===== config.mk =====
export PLATFORM = sky130hd
export DESIGN_NAME = load_store_unit_flat
export DESIGN_NICKNAME = d
export VERILOG_FILES = /design/src/rtl/load_store_unit_if.sv /design/src/rtl/load_store_unit.sv /design/src/flat_wrapper.sv
export SDC_FILE = /design/constraint.sdc
export NUM_CORES = 1
export LEC_CHECK = 0
export ABC_AREA = 1
export CAP_MARGIN = 15
export CORE_UTILIZATION = 45
export CTS_BUF_LIST = sky130_fd_sc_hd__clkbuf_8 sky130_fd_sc_hd__clkbuf_16
export CTS_CLUSTER_SIZE = 28
export DETAILED_ROUTE_END_ITERATION = 7
export DONT_BUFFER_PORTS = 1
export PLACE_DENSITY_LB_ADDON = 0.15
export SYNTH_ARGS = -nofsm -noshare
export SYNTH_HDL_FRONTEND = slang
export SYNTH_SLANG_ARGS = --single-unit

===== constraint.sdc =====
create_clock -name CLK -period 6.23 [get_ports CLK]
set_input_delay 0.9345 -clock CLK [delete_from_list [all_inputs] [get_ports CLK]]
set_output_delay 0.9345 -clock CLK [all_outputs]
set_load 0.1 [all_outputs]

===== src/rtl/load_store_unit_if.sv =====
// Core/memory-facing bundle of the load/store unit: request, response and word-memory port.
interface load_store_unit_if #(
    parameter int unsigned ADDR_WIDTH = 32
);
    localparam int unsigned DATA_WIDTH = 32;

    logic                  req_valid;
    logic                  req_ready;
    logic                  req_is_store;
    logic [2:0]            req_funct3;
    logic [ADDR_WIDTH-1:0] req_addr;
    logic [DATA_WIDTH-1:0] req_wdata;

    logic                  rsp_valid;
    logic [DATA_WIDTH-1:0] rsp_rdata;
    logic                  rsp_error;

    logic [ADDR_WIDTH-1:0] mem_addr;
    logic                  mem_rstrb;
    logic [3:0]            mem_wmask;
    logic [DATA_WIDTH-1:0] mem_wdata;
    logic [DATA_WIDTH-1:0] mem_rdata;

    // Environment side: core issuing requests plus the memory returning read data.
    modport master (
        output req_valid, req_is_store, req_funct3, req_addr, req_wdata, mem_rdata,
        input  req_ready, rsp_valid, rsp_rdata, rsp_error,
        input  mem_addr, mem_rstrb, mem_wmask, mem_wdata
    );

    // Load/store unit side.
    modport slave (
        input  req_valid, req_is_store, req_funct3, req_addr, req_wdata, mem_rdata,
        output req_ready, rsp_valid, rsp_rdata, rsp_error,
        output mem_addr, mem_rstrb, mem_wmask, mem_wdata
    );
endinterface


===== src/rtl/load_store_unit.sv =====
// RV32I load/store unit: byte-lane alignment, sign/zero extension, misalignment and
// illegal-width detection, single outstanding request, one-cycle response pulse.
module load_store_unit #(
    parameter int unsigned ADDR_WIDTH  = 32,
    parameter bit          CHECK_ALIGN = 1'b1
) (
    input  logic             CLK,
    input  logic             RESET,
    load_store_unit_if.slave bus
);
    localparam int unsigned DATA_WIDTH = 32;

    localparam logic [2:0] F3_B  = 3'd0;
    localparam logic [2:0] F3_H  = 3'd1;
    localparam logic [2:0] F3_W  = 3'd2;
    localparam logic [2:0] F3_BU = 3'd4;
    localparam logic [2:0] F3_HU = 3'd5;

    typedef enum logic [1:0] {IDLE, ACCESS, WAIT, RESP} state_t;

    state_t state_q, state_n;

    logic [1:0] addr_lo_q;
    logic [2:0] funct3_q;
    logic       is_store_q;

    logic                  req_ready_q, req_ready_n;
    logic                  rsp_valid_q, rsp_valid_n;
    logic                  rsp_error_q, rsp_error_n;
    logic [DATA_WIDTH-1:0] rsp_rdata_q, rsp_rdata_n;
    logic [ADDR_WIDTH-1:0] mem_addr_q, mem_addr_n;
    logic                  mem_rstrb_q, mem_rstrb_n;
    logic [3:0]            mem_wmask_q, mem_wmask_n;
    logic [DATA_WIDTH-1:0] mem_wdata_q, mem_wdata_n;

    logic                  req_err_c;
    logic [3:0]            st_mask_c;
    logic [DATA_WIDTH-1:0] st_data_c;
    logic [DATA_WIDTH-1:0] ld_data_c;

    assign bus.req_ready = req_ready_q;
    assign bus.rsp_valid = rsp_valid_q;
    assign bus.rsp_error = rsp_error_q;
    assign bus.rsp_rdata = rsp_rdata_q;
    assign bus.mem_addr  = mem_addr_q;
    assign bus.mem_rstrb = mem_rstrb_q;
    assign bus.mem_wmask = mem_wmask_q;
    assign bus.mem_wdata = mem_wdata_q;

    // Classify the incoming request: unsupported width or (optionally) misaligned address.
    always_comb begin
        logic width_ok;
        logic misaligned;
        if (bus.req_is_store) begin
            width_ok = (bus.req_funct3 == F3_B) || (bus.req_funct3 == F3_H) ||
                       (bus.req_funct3 == F3_W);
        end else begin
            width_ok = (bus.req_funct3 == F3_B) || (bus.req_funct3 == F3_H) ||
                       (bus.req_funct3 == F3_W) || (bus.req_funct3 == F3_BU) ||
                       (bus.req_funct3 == F3_HU);
        end
        misaligned = ((bus.req_funct3[1:0] == 2'b01) && bus.req_addr[0]) ||
                     ((bus.req_funct3[1:0] == 2'b10) && (bus.req_addr[1:0] != 2'b00));
        req_err_c  = !width_ok || (CHECK_ALIGN && misaligned);
    end

    // Store lane mask and replicated data for the incoming request.
    always_comb begin
        st_mask_c = 4'b1111;
        st_data_c = bus.req_wdata;
        case (bus.req_funct3[1:0])
            2'b00: begin
                st_mask_c = 4'b0001 << bus.req_addr[1:0];
                st_data_c = {4{bus.req_wdata[7:0]}};
            end
            2'b01: begin
                st_mask_c = 4'b0011 << {bus.req_addr[1], 1'b0};
                st_data_c = {2{bus.req_wdata[15:0]}};
            end
            default: begin
                st_mask_c = 4'b1111;
                st_data_c = bus.req_wdata;
            end
        endcase
    end

    // Lane extraction and extension of the returned memory word.
    always_comb begin
        logic [7:0]  lb;
        logic [15:0] lh;
        case (addr_lo_q)
            2'd0:    lb = bus.mem_rdata[7:0];
            2'd1:    lb = bus.mem_rdata[15:8];
            2'd2:    lb = bus.mem_rdata[23:16];
            default: lb = bus.mem_rdata[31:24];
        endcase
        lh = addr_lo_q[1] ? bus.mem_rdata[31:16] : bus.mem_rdata[15:0];
        case (funct3_q)
            F3_B:    ld_data_c = {{24{lb[7]}}, lb};
            F3_H:    ld_data_c = {{16{lh[15]}}, lh};
            F3_W:    ld_data_c = bus.mem_rdata;
            F3_BU:   ld_data_c = {24'd0, lb};
            F3_HU:   ld_data_c = {16'd0, lh};
            default: ld_data_c = '0;
        endcase
    end

    // Next state and next registered outputs.
    always_comb begin
        state_n     = state_q;
        req_ready_n = 1'b0;
        rsp_valid_n = 1'b0;
        rsp_error_n = 1'b0;
        rsp_rdata_n = rsp_rdata_q;
        mem_addr_n  = '0;
        mem_rstrb_n = 1'b0;
        mem_wmask_n = 4'b0000;
        mem_wdata_n = '0;
        case (state_q)
            IDLE: begin
                if (bus.req_valid) begin
                    if (req_err_c) begin
                        state_n     = RESP;
                        rsp_valid_n = 1'b1;
                        rsp_error_n = 1'b1;
                        rsp_rdata_n = '0;
                    end else begin
                        state_n    = ACCESS;
                        mem_addr_n = {bus.req_addr[ADDR_WIDTH-1:2], 2'b00};
                        if (bus.req_is_store) begin
                            mem_wmask_n = st_mask_c;
                            mem_wdata_n = st_data_c;
                        end else begin
                            mem_rstrb_n = 1'b1;
                        end
                    end
                end else begin
                    req_ready_n = 1'b1;
                end
            end
            ACCESS: begin
                if (is_store_q) begin
                    state_n     = RESP;
                    rsp_valid_n = 1'b1;
                    rsp_rdata_n = '0;
                end else begin
                    state_n = WAIT;
                end
            end
            WAIT: begin
                state_n     = RESP;
                rsp_valid_n = 1'b1;
                rsp_rdata_n = ld_data_c;
            end
            RESP: begin
                state_n     = IDLE;
                req_ready_n = 1'b1;
            end
            default: begin
                state_n     = IDLE;
                req_ready_n = 1'b1;
            end
        endcase
    end

    // State and output registers.
    always_ff @(posedge CLK or posedge RESET) begin
        if (RESET) begin
            state_q     <= IDLE;
            req_ready_q <= 1'b1;
            rsp_valid_q <= 1'b0;
            rsp_error_q <= 1'b0;
            rsp_rdata_q <= '0;
            mem_addr_q  <= '0;
            mem_rstrb_q <= 1'b0;
            mem_wmask_q <= 4'b0000;
            mem_wdata_q <= '0;
        end else begin
            state_q     <= state_n;
            req_ready_q <= req_ready_n;
            rsp_valid_q <= rsp_valid_n;
            rsp_error_q <= rsp_error_n;
            rsp_rdata_q <= rsp_rdata_n;
            mem_addr_q  <= mem_addr_n;
            mem_rstrb_q <= mem_rstrb_n;
            mem_wmask_q <= mem_wmask_n;
            mem_wdata_q <= mem_wdata_n;
        end
    end

    // Capture the request fields needed after acceptance.
    always_ff @(posedge CLK or posedge RESET) begin
        if (RESET) begin
            addr_lo_q  <= 2'b00;
            funct3_q   <= 3'd0;
            is_store_q <= 1'b0;
        end else if (state_q == IDLE && bus.req_valid) begin
            addr_lo_q  <= bus.req_addr[1:0];
            funct3_q   <= bus.req_funct3;
            is_store_q <= bus.req_is_store;
        end
    end
endmodule


===== src/flat_wrapper.sv =====
// flat-port wrapper written by rule: the top's interface ports become plain ports
module load_store_unit_flat 
#(
    parameter int unsigned ADDR_WIDTH  = 32,
    parameter bit          CHECK_ALIGN = 1'b1
)
  (CLK, RESET, bus_req_valid, bus_req_is_store, bus_req_funct3, bus_req_addr, bus_req_wdata, bus_mem_rdata, bus_req_ready, bus_rsp_valid, bus_rsp_rdata, bus_rsp_error, bus_mem_addr, bus_mem_rstrb, bus_mem_wmask, bus_mem_wdata);
  load_store_unit_if #(.ADDR_WIDTH(ADDR_WIDTH)) bus_i ();
  input  logic CLK;
  input  logic RESET;
  input wire logic [$bits(bus_i.req_valid)-1:0] bus_req_valid;
  input wire logic [$bits(bus_i.req_is_store)-1:0] bus_req_is_store;
  input wire logic [$bits(bus_i.req_funct3)-1:0] bus_req_funct3;
  input wire logic [$bits(bus_i.req_addr)-1:0] bus_req_addr;
  input wire logic [$bits(bus_i.req_wdata)-1:0] bus_req_wdata;
  input wire logic [$bits(bus_i.mem_rdata)-1:0] bus_mem_rdata;
  output wire logic [$bits(bus_i.req_ready)-1:0] bus_req_ready;
  output wire logic [$bits(bus_i.rsp_valid)-1:0] bus_rsp_valid;
  output wire logic [$bits(bus_i.rsp_rdata)-1:0] bus_rsp_rdata;
  output wire logic [$bits(bus_i.rsp_error)-1:0] bus_rsp_error;
  output wire logic [$bits(bus_i.mem_addr)-1:0] bus_mem_addr;
  output wire logic [$bits(bus_i.mem_rstrb)-1:0] bus_mem_rstrb;
  output wire logic [$bits(bus_i.mem_wmask)-1:0] bus_mem_wmask;
  output wire logic [$bits(bus_i.mem_wdata)-1:0] bus_mem_wdata;
  assign bus_i.req_valid = bus_req_valid;
  assign bus_i.req_is_store = bus_req_is_store;
  assign bus_i.req_funct3 = bus_req_funct3;
  assign bus_i.req_addr = bus_req_addr;
  assign bus_i.req_wdata = bus_req_wdata;
  assign bus_i.mem_rdata = bus_mem_rdata;
  assign bus_req_ready = bus_i.req_ready;
  assign bus_rsp_valid = bus_i.rsp_valid;
  assign bus_rsp_rdata = bus_i.rsp_rdata;
  assign bus_rsp_error = bus_i.rsp_error;
  assign bus_mem_addr = bus_i.mem_addr;
  assign bus_mem_rstrb = bus_i.mem_rstrb;
  assign bus_mem_wmask = bus_i.mem_wmask;
  assign bus_mem_wdata = bus_i.mem_wdata;
  load_store_unit #(.ADDR_WIDTH(ADDR_WIDTH), .CHECK_ALIGN(CHECK_ALIGN)) u_core (.CLK(CLK), .RESET(RESET), .bus(bus_i));
endmodule

==> metrics.log, run 1 <==
INFO  metric postLayoutSetupSlackWorst = 3.49 ns
INFO  metric area_share_of_and_or_nand_nor_cells_after_synthesis = 0.286
INFO  metric finalSetupTns = 0 ns
INFO  metric dieArea = 11,800 sq um
INFO  metric outcome = finished, final reports clean
INFO  metric global_route_wire_length_before_repair = 19,500 microns
INFO  metric ys_ff_latch = 110
INFO  metric clkSlewWorstSetupHoldPaths = 0.08 ns
INFO  metric timing.clock.skew = 0.00929 ns
INFO  metric grt_overflow_total = 0
INFO  metric cellPowerDensity = 573 nW/um^2
INFO  metric cp.arrival = 3.03 ns
INFO  metric fp.coreArea = 10,900 sq um
INFO  metric critPathKind = in2reg
INFO  metric drt_pre_antenna_iters = 4
INFO  metric worst_skew_pair.late_latency = 0.34 ns
INFO  metric grt_setup_unrepaired = false
INFO  metric synth_top_area_frac = 0.534
INFO  metric postLayoutCoreUtil = 0.496
INFO  metric antenna_cells = 0
INFO  metric finalPower = 3.11 mW
INFO  metric post_synth_most_frequent_cells = 210 x sky130_fd_sc_hd__nand2_1, 109 x sky130_fd_sc_hd__dfrtp_1, 78 x sky130_fd_sc_hd__inv_1, 71 x sky130_fd_sc_hd__nor2_1, 46 x sky130_fd_sc_hd__o21ai_0
INFO  metric max-cap-violations = 0
INFO  metric timing.critical_path.from = bus_req_funct3[1]
INFO  metric leakage = 3.04 nW
INFO  metric synthDistinctLibCells = 27
INFO  metric synth_largest_area_cell = sky130_fd_sc_hd__dfrtp_1
INFO  metric initialDrtViolationCount = 151
INFO  metric worst_ir_drop_vdd = 0.000279 V
INFO  metric nNetsFinal = 732
INFO  metric remaining_drc_errors = 0
INFO  metric asyncSetResetFlopFracSynth = 1.00
INFO  metric final_min_period_over_clock_period = 0.440
INFO  metric hpwl = 8910 microns
INFO  metric cts.sink_count = 110
INFO  metric synth.area.top_cells = sky130_fd_sc_hd__dfrtp_1 53%, sky130_fd_sc_hd__nand2_1 15%, sky130_fd_sc_hd__inv_1 5.7%
INFO  metric timing_worst_slew_pin_value = 1.00 ns
INFO  metric io-pin-count = 207
INFO  metric grt_start_max_net_pins = 64
INFO  metric synth-xor-area-share = 0
INFO  metric largest_family_of_logic_cells_by_synthesized_area = simple AND/OR/NAND/NOR gates
INFO  metric hold_viol = 0
INFO  metric synth_enable_flop_cells = 0
INFO  metric wirelength_per_cell = 16.3 microns
INFO  metric place.gp.congestion = 0.894
INFO  metric relSlewSlack = 0.333
INFO  metric tritoncts_clock_tree = done
INFO  metric yosysMostFrequentCell = sky130_fd_sc_hd__nand2_1
INFO  metric grt_antenna_before_repair = 0
INFO  metric tritoncts.num_buffers = 9
INFO  metric die_h = 109 microns
INFO  metric final_max_slew_viol_count = 0
INFO  metric cts_hold_repair.buffers = 0
INFO  metric ctsResizeCount = 0
INFO  metric worst_setup_path_end_kind = flip-flop
INFO  metric ctsLongestPathBuffers = 2
INFO  metric worstPathRequired = 6.51 ns
INFO  metric worstHoldPathType = in2async
INFO  metric postSynthAreaPerCell = 7.98 sq um
INFO  metric synth-seq-area-share = 0.539
INFO  metric numPortBuffers = 0
INFO  metric time_the_worst_path_needs_with_i_o_delays_and_setup = 2.74 ns
INFO  metric initial_core_utilization = 0.467
INFO  metric finalWirelength = 12,500 microns
INFO  metric vias = 3,966
INFO  metric synth_cells = 640
INFO  metric filler_cell_count = 1,075
INFO  metric h-tree-depth = 3
INFO  metric crit_path_start_kind = primary input
INFO  metric post-place-ws = 3.10 ns
INFO  metric gr-usage-all-layers = 0.215
INFO  metric synth_flop_cell = sky130_fd_sc_hd__dfrtp_1
INFO  metric synth-adder-area-share = 0.00980
INFO  metric post_synthesis_compound_gate_area_fraction = 0.0745
INFO  metric post_drt_via_cell_ratio = 5.16
INFO  metric max_clock_freq = 365 MHz
INFO  metric setup_viol = 0
INFO  metric postRouteAntennaNets = 0
INFO  metric synthToLayoutAreaGrowth = 6.17%
INFO  metric die_x = 109 microns
INFO  metric clockRootBuffer = sky130_fd_sc_hd__clkbuf_16
INFO  metric synth.area.mux_share = 0
INFO  metric cts_post_setup_buffers_inserted = 0
INFO  metric number_of_standard_cell_rows_in_the_floorplan = 38
INFO  metric synth_warnings = 0
INFO  metric first_global_vias = 3,875
INFO  metric syn-cell-area = 5110 sq um
INFO  metric critical_path_peak_fanout = 34
INFO  metric r2r-start = u_core.state_q[0]$_DFFE_PP0N_
INFO  metric layout-drive-gt1-share = 0.0652
[worst max-delay path: stages]
cell and delay [ns]:
sky130_fd_sc_hd__inv_2 0.34, sky130_fd_sc_hd__nand2_4 0.17, sky130_fd_sc_hd__inv_2 0.07, sky130_fd_sc_hd__nand2_1 0.06
sky130_fd_sc_hd__nand3_1 0.10, sky130_fd_sc_hd__nand2_2 0.39, sky130_fd_sc_hd__nor2_4 0.71, sky130_fd_sc_hd__nand2_1 0.13
sky130_fd_sc_hd__nand2_1 0.10
[per-layer routing]
metal,global-route usage,vias up,share of wire
met2,0.348,183,0.48
met5,0,-,0
li1,-,1936,-
met1,0.256,1833,0.39
met4,0.0907,0,0.016
met3,0.0832,14,0.11
[stage by stage]
step	cells	hold slack (ns)	area, sq um
detailed placement	754	0.510	5140
floorplan	641	0.475	5110
CTS	769	0.529	5420
finish	769	0.529	5420
global route	769	0.549	5420
global placement	754	0.501	5140
[power by group]
| part | internal [mW] | switching [mW] |
|---|---|---|
| sequential | 0.838 | 1.02 |
| combinational | 0.220 | 0.484 |
| clock | 0.277 | 0.273 |
[layout make-up]
| class | count | area [sq um] | share of cell area |
|---|---|---|---|
| Tap cell | 140 | 175 | 0.0323 |
| Multi-Input combinational cell | 421 | 1900 | 0.350 |
| Inverter | 82 | 310 | 0.0572 |
| Sequential cell | 110 | 2750 | 0.508 |
| Timing Repair Buffer | 1 | 7.51 | 0.00138 |
| Clock buffer | 9 | 225 | 0.0415 |
| Clock inverter | 6 | 55.1 | 0.0101 |
[cell families after synthesis]
| family | count (synthesis) |
|---|---|
| adders and majority gates | 4 |
| DFF | 110 |
| AOI/OAI and AO/OA | 72 |
| other | 1 |
| and+or+nand+nor | 343 |
| buffers and inverters | 110 |
[placed cells by master (no fill, tap or decap), types with 2 or more instances in the layout]
| cell type | Yosys | routed |
|---|---|---|
| sky130_fd_sc_hd__nand2_2 | 3 | 3 |
| sky130_fd_sc_hd__conb_1 | 1 | 2 |
| sky130_fd_sc_hd__nor2_1 | 71 | 71 |
| sky130_fd_sc_hd__ha_1 | 4 | 4 |
| sky130_fd_sc_hd__a21oi_1 | 18 | 18 |
| sky130_fd_sc_hd__inv_6 | 0 | 2 |
| sky130_fd_sc_hd__dfrtp_1 | 109 | 109 |
| sky130_fd_sc_hd__clkinv_4 | 0 | 3 |
| sky130_fd_sc_hd__o211ai_1 | 8 | 8 |
| sky130_fd_sc_hd__clkbuf_16 | 0 | 9 |
| sky130_fd_sc_hd__inv_2 | 4 | 4 |
| sky130_fd_sc_hd__nand4_1 | 7 | 7 |
| sky130_fd_sc_hd__nand2_1 | 210 | 210 |
| sky130_fd_sc_hd__inv_1 | 78 | 77 |
| sky130_fd_sc_hd__nor3_2 | 11 | 11 |
| sky130_fd_sc_hd__nor3_1 | 7 | 7 |
| sky130_fd_sc_hd__nand3_1 | 28 | 28 |
| sky130_fd_sc_hd__o21ai_0 | 46 | 46 |
[final timing paths]
check / to / slack, ns / cells past startpoint
min in group CLK: u_core.is_store_q$_DFFE_PP0P_ / 0.53 / 2
max in group asynchronous: u_core.bus.mem_wdata[10]$_DFF_PP0_ / 4.50 / 2
hold reg to reg: u_core.is_store_q$_DFFE_PP0P_ / 0.53 / 2
setup reg to reg: u_core.bus.rsp_rdata[13]$_DFFE_PP0P_ / 3.61 / 10
setup / recovery: u_core.bus.rsp_rdata[13]$_DFFE_PP0P_ / 3.49 / 9
hold / removal: u_core.bus.rsp_rdata[0]$_DFFE_PP0P_ / 0.53 / 1
[state kept, by name, indices dropped and copies added, names as in the netlist, 2 cells and up]
register              flops
u_core.funct3_q           3
u_core.bus.rsp_rdata     32
u_core.bus.mem_wdata     32
u_core.bus.mem_addr      30
u_core.bus.mem_wmask      4
u_core.addr_lo_q          2
u_core.state_q            2
Note: power is estimated with default switching activity, not from simulation.
==> run 2, diff against run 1 <==
ABC_AREA = 0   (was 1)
clock period = 2.2 ns   (was 6.23 ns; I/O delays follow)
==> run 2 against run 1 <==
Sequential share of layout area is 4.4 points lower. Clock-buffer cell count stayed put. Clock power is 130% higher. Sequential power is 50% higher. Highest routed layer unchanged. Total power grew to 3.0 times the previous value. Clock skew is 0.00073 ns higher. Setup slack worse by 3.2 ns. Cell count is 14% lower. Core utilization is 7.4 points higher. Largest power group is now combinational logic. Combinational power grew to 7.5 times the previous value. Via count is 7.1% lower. Critical path depth is 5 lower.
==> metrics.log, run 2 <==
INFO  metric post_synthesis_compound_gate_area_fraction = 0.178 (was 0.0745)
INFO  metric p_seq_frac = 0.298 (was 0.597)
INFO  metric timing.hold.worst_path_depth = 1
INFO  metric synthDistinctLibCells = 44 (was 27)
INFO  metric postSynthAreaPerCell = 11.5 sq um (was 7.98 sq um)
INFO  metric regArea = 2750 sq um (unchanged)
INFO  metric hpwl = 8900 microns (was 8910 microns)
INFO  metric leakage = 2.92 nW (was 3.04 nW)
INFO  metric filler_cell_count = 906 (was 1,075)
INFO  metric worstPathRequired = 2.44 ns (was 6.51 ns)
INFO  metric grt_setup_unrepaired = false (unchanged)
INFO  metric gr-usage-all-layers = 0.228 (was 0.215)
INFO  metric postLayoutSetupSlackWorst = 0.286 ns (was 3.49 ns)
INFO  metric time_the_worst_path_needs_with_i_o_delays_and_setup = 1.91 ns
INFO  metric fp.coreArea = 10,400 sq um (was 10,900 sq um)
INFO  metric clkSlewWorstSetupHoldPaths = 0.10 ns (was 0.08 ns)
INFO  metric nNetsFinal = 624 (was 732)
INFO  metric cellPowerDensity = 1570 nW/um^2 (was 573 nW/um^2)
INFO  metric r2r_setup_slack = 0.29 ns (was 3.61 ns)
INFO  metric drt_pre_antenna_iters = 4 (unchanged)
INFO  metric critPathKind = reg2reg (was in2reg)
INFO  metric whs = 0.0480 ns (was 0.529 ns)
INFO  metric area_share_of_and_or_nand_nor_cells_after_synthesis = 0.126 (was 0.286)
INFO  metric synth.area.mux_share = 0.0714 (was 0)
INFO  metric setup_viol = 0 (unchanged)
INFO  metric timing.clock.skew = 0.0100 ns (was 0.00929 ns)
INFO  metric clockRootBuffer = sky130_fd_sc_hd__clkbuf_8 (was sky130_fd_sc_hd__clkbuf_16)
INFO  metric finalWirelength = 12,500 microns (about the same)
INFO  metric numPortBuffers = 0 (unchanged)
INFO  metric synth_largest_area_cell = sky130_fd_sc_hd__dfrtp_1 (unchanged)
INFO  metric layout_commonest_cell = sky130_fd_sc_hd__buf_4 (was sky130_fd_sc_hd__nand2_1)
INFO  metric timing_worst_slew_pin_value = 0.710 ns (was 1.00 ns)
INFO  metric vias = 3,684 (was 3,966)
INFO  metric cell_internal_pwr = 4.30 mW (was 1.34 mW)
INFO  metric synthToLayoutAreaGrowth = 21.9% (was 6.17%)
INFO  metric worstHoldStart = bus_req_addr[0]
INFO  metric hold-path-endpoint = u_core.bus.mem_wmask[2]$_DFF_PP0_
INFO  metric yosysMostFrequentCell = sky130_fd_sc_hd__dfrtp_1 (was sky130_fd_sc_hd__nand2_1)
INFO  metric postRouteAntennaNets = 0 (unchanged)
INFO  metric wirelength_per_cell = 19.0 microns (was 16.3 microns)
INFO  metric synth-adder-area-share = 0.0103 (was 0.00980)
INFO  metric crit_path_start_kind = flip-flop (was primary input)
INFO  metric post_drt_via_cell_ratio = 5.60 (was 5.16)
INFO  metric syn-cell-area = 4870 sq um (was 5110 sq um)
INFO  metric initialDrtViolationCount = 216 (was 151)
INFO  metric grt_start_max_net_pins = 111 (was 64)
INFO  metric max-cap-violations = 0 (unchanged)
INFO  metric swShare = 0.538 (was 0.570)
INFO  metric relSlewSlack = 0.525 (was 0.333)
INFO  metric r2r-start = u_core.addr_lo_q[1]$_DFFE_PP0P_ (was u_core.state_q[0]$_DFFE_PP0N_)
INFO  metric cts.sink_count = 110 (unchanged)
INFO  metric post_synth_most_frequent_cells = 109 x sky130_fd_sc_hd__dfrtp_1, 41 x sky130_fd_sc_hd__nor2_1, 38 x sky130_fd_sc_hd__and2_1, 32 x sky130_fd_sc_hd__o2bb2ai_1, 23 x sky130_fd_sc_hd__a21oi_1 (was 210 x sky130_fd_sc_hd__nand2_1, 109 x sky130_fd_sc_hd__dfrtp_1, 78 x sky130_fd_sc_hd__inv_1, 71 x sky130_fd_sc_hd__nor2_1, 46 x sky130_fd_sc_hd__o21ai_0)
INFO  metric grt_antenna_before_repair = 0 (unchanged)
INFO  metric tritoncts.num_buffers = 9 (unchanged)
INFO  metric ys_ff_latch = 110 (unchanged)
INFO  metric antenna_cells = 0 (unchanged)
INFO  metric finalSetupTns = 0 ns (unchanged)
INFO  metric largest_family_of_logic_cells_by_synthesized_area = compound AO/OA/AOI/OAI gates (was simple AND/OR/NAND/NOR gates)
INFO  metric post-place-ws = 0.140 ns (was 3.10 ns)
INFO  metric max_clock_freq = 522 MHz
INFO  metric synth_top_area_frac = 0.560 (was 0.534)
INFO  metric p_sw = 5.01 mW (was 1.77 mW)
INFO  metric worst_ir_drop_vdd = 0.00112 V (was 0.000279 V)
INFO  metric synth-seq-area-share = 0.565 (was 0.539)
INFO  metric synth_enable_flop_cells = 0 (unchanged)
INFO  metric remaining_drc_errors = 0 (unchanged)
INFO  metric grt_overflow_total = 0 (unchanged)
INFO  metric mostFrequentLayoutCells = 111 x sky130_fd_sc_hd__buf_4, 109 x sky130_fd_sc_hd__dfrtp_1, 41 x sky130_fd_sc_hd__nor2_1 (was 210 x sky130_fd_sc_hd__nand2_1, 109 x sky130_fd_sc_hd__dfrtp_1, 77 x sky130_fd_sc_hd__inv_1)
INFO  metric asyncSetResetFlopFracSynth = 1.00 (unchanged)
INFO  metric dieArea = 11,200 sq um (was 11,800 sq um)
INFO  metric hold_viol = 0 (unchanged)
INFO  metric outcome = finished, final reports clean (unchanged)
INFO  metric synth_cells = 425 (was 640)
INFO  metric first_global_vias = 3,622 (was 3,875)
INFO  metric synth.area.top_cells = sky130_fd_sc_hd__dfrtp_1 56%, sky130_fd_sc_hd__o2bb2ai_1 5.8%, sky130_fd_sc_hd__and2_1 4.9% (was sky130_fd_sc_hd__dfrtp_1 53%, sky130_fd_sc_hd__nand2_1 15%, sky130_fd_sc_hd__inv_1 5.7%)
INFO  metric place.gp.congestion = 0.879 (was 0.894)
INFO  metric synth_flop_cell = sky130_fd_sc_hd__dfrtp_1 (unchanged)
INFO  metric h-tree-depth = 3 (unchanged)
INFO  metric synth-xor-area-share = 0 (unchanged)
INFO  metric reg2reg_to = u_core.bus.rsp_rdata[11]$_DFFE_PP0P_ (was u_core.bus.rsp_rdata[13]$_DFFE_PP0P_)
INFO  metric worstHoldPathType = in2reg (was in2async)
INFO  metric die_h = 106 microns (was 109 microns)
INFO  metric worst_skew_pair.late_latency = 0.37 ns (was 0.34 ns)
INFO  metric cp.arrival = 2.16 ns (was 3.03 ns)
INFO  metric final_max_slew_viol_count = 0 (unchanged)
INFO  metric synth_warnings = 0 (unchanged)
INFO  metric die_x = 106 microns (was 109 microns)
INFO  metric global_route_wire_length_before_repair = 19,600 microns (was 19,500 microns)
INFO  metric multi_input_gate_area = 1900 sq um (about the same)
INFO  metric io-pin-count = 207 (unchanged)
INFO  metric tritoncts_clock_tree = done (unchanged)
INFO  metric number_of_standard_cell_rows_in_the_floorplan = 37 (was 38)
INFO  metric critical_path_peak_fanout = 9 (was 34)
INFO  metric initial_core_utilization = 0.468 (was 0.467)
INFO  metric pwr-share-comb = 0.563 (was 0.226)
INFO  metric part_of_the_total_power_dissipated_in_the_clock_network = 0.138 (was 0.177)
INFO  metric worst_setup_path_end_kind = flip-flop (unchanged)
INFO  metric reg2regPathDepth = 4 (was 10)
INFO  metric final_min_period_over_clock_period = 0.870
INFO  metric layout-drive-gt1-share = 0.287 (was 0.0652)
INFO  metric ctsLongestPathBuffers = 2 (unchanged)
run 2: logic make-up after synthesis:
logic type	after synthesis
flip-flops	110
buffers and inverters	43
multiplexers	31
adder cells (fa/ha/maj)	4
AO/OA/AOI/OAI	114
other	1
AND/OR/NAND/NOR	122
run 2: layout make-up:
cell class / instances / share of cell area
repair buffers: 114 / 0.147
inverters: 9 / 0.00632
well taps: 136 / 0.0286
clock inverters: 7 / 0.0145
clock buffers: 9 / 0.0209
flip-flops and latches: 110 / 0.464
multi-input cells: 273 / 0.319
run 2: through the flow:
stage	area, sq um	cells	total power, mW	util
detailed placement	5700	640	8.06	0.548
global route	5940	658	9.75	0.570
floorplan	4880	426	7.06	-
finish	5940	658	9.32	0.570
global placement	5700	640	7.96	0.548
CTS	5920	657	9.34	0.569
run 2: power groups by stage:
stage | Combinational (mW) | Sequential [mW] | Clock, mW
finish | 5.25 | 2.78 | 1.29
global route | 5.50 | 2.83 | 1.41
CTS | 5.25 | 2.77 | 1.33
detailed placement | 5.25 | 2.81 | 0
global placement | 5.16 | 2.80 | 0
floorplan | 1.82 | 5.24 | 0
run 2: how the worst max path moves through the flow:
stage,start,endpoint,slack (ns)
floorplan,RESET,u_core.addr_lo_q[0]$_DFFE_PP0P_,0.54
global placement,u_core.addr_lo_q[1]$_DFFE_PP0P_,u_core.bus.rsp_rdata[27]$_DFFE_PP0P_,0.31
detailed placement,u_core.addr_lo_q[1]$_DFFE_PP0P_,u_core.bus.rsp_rdata[30]$_DFFE_PP0P_,0.14
CTS,u_core.addr_lo_q[1]$_DFFE_PP0P_,u_core.bus.rsp_rdata[30]$_DFFE_PP0P_,0.17
global route,u_core.state_q[0]$_DFFE_PP0N_,u_core.bus.mem_wdata[26]$_DFF_PP0_,0.12
finish,u_core.addr_lo_q[1]$_DFFE_PP0P_,u_core.bus.rsp_rdata[11]$_DFFE_PP0P_,0.29
run 2: worst max-delay path, stage by stage (launching register included):
cell	delay, ns
sky130_fd_sc_hd__dfrtp_1	0.58
sky130_fd_sc_hd__mux4_2	0.56
sky130_fd_sc_hd__and3b_1	0.29
sky130_fd_sc_hd__a221oi_1	0.26
sky130_fd_sc_hd__o2bb2ai_1	0.10
run 2: what timing repair did:
item,4_1_cts,5_1_grt
hold buffers,1,1
endpoints found under the setup margin,0,1
gates resized for setup,0,1
buffers inserted,0,0
hold endpoints to repair,1,1
run 2: metal layers:
metal | GRT usage | part of all wire
met1 | 0.292 | 0.41
met2 | 0.364 | 0.48
met3 | 0.0926 | 0.10
met4 | 0.0516 | 0.0099
met5 | 0 | 0
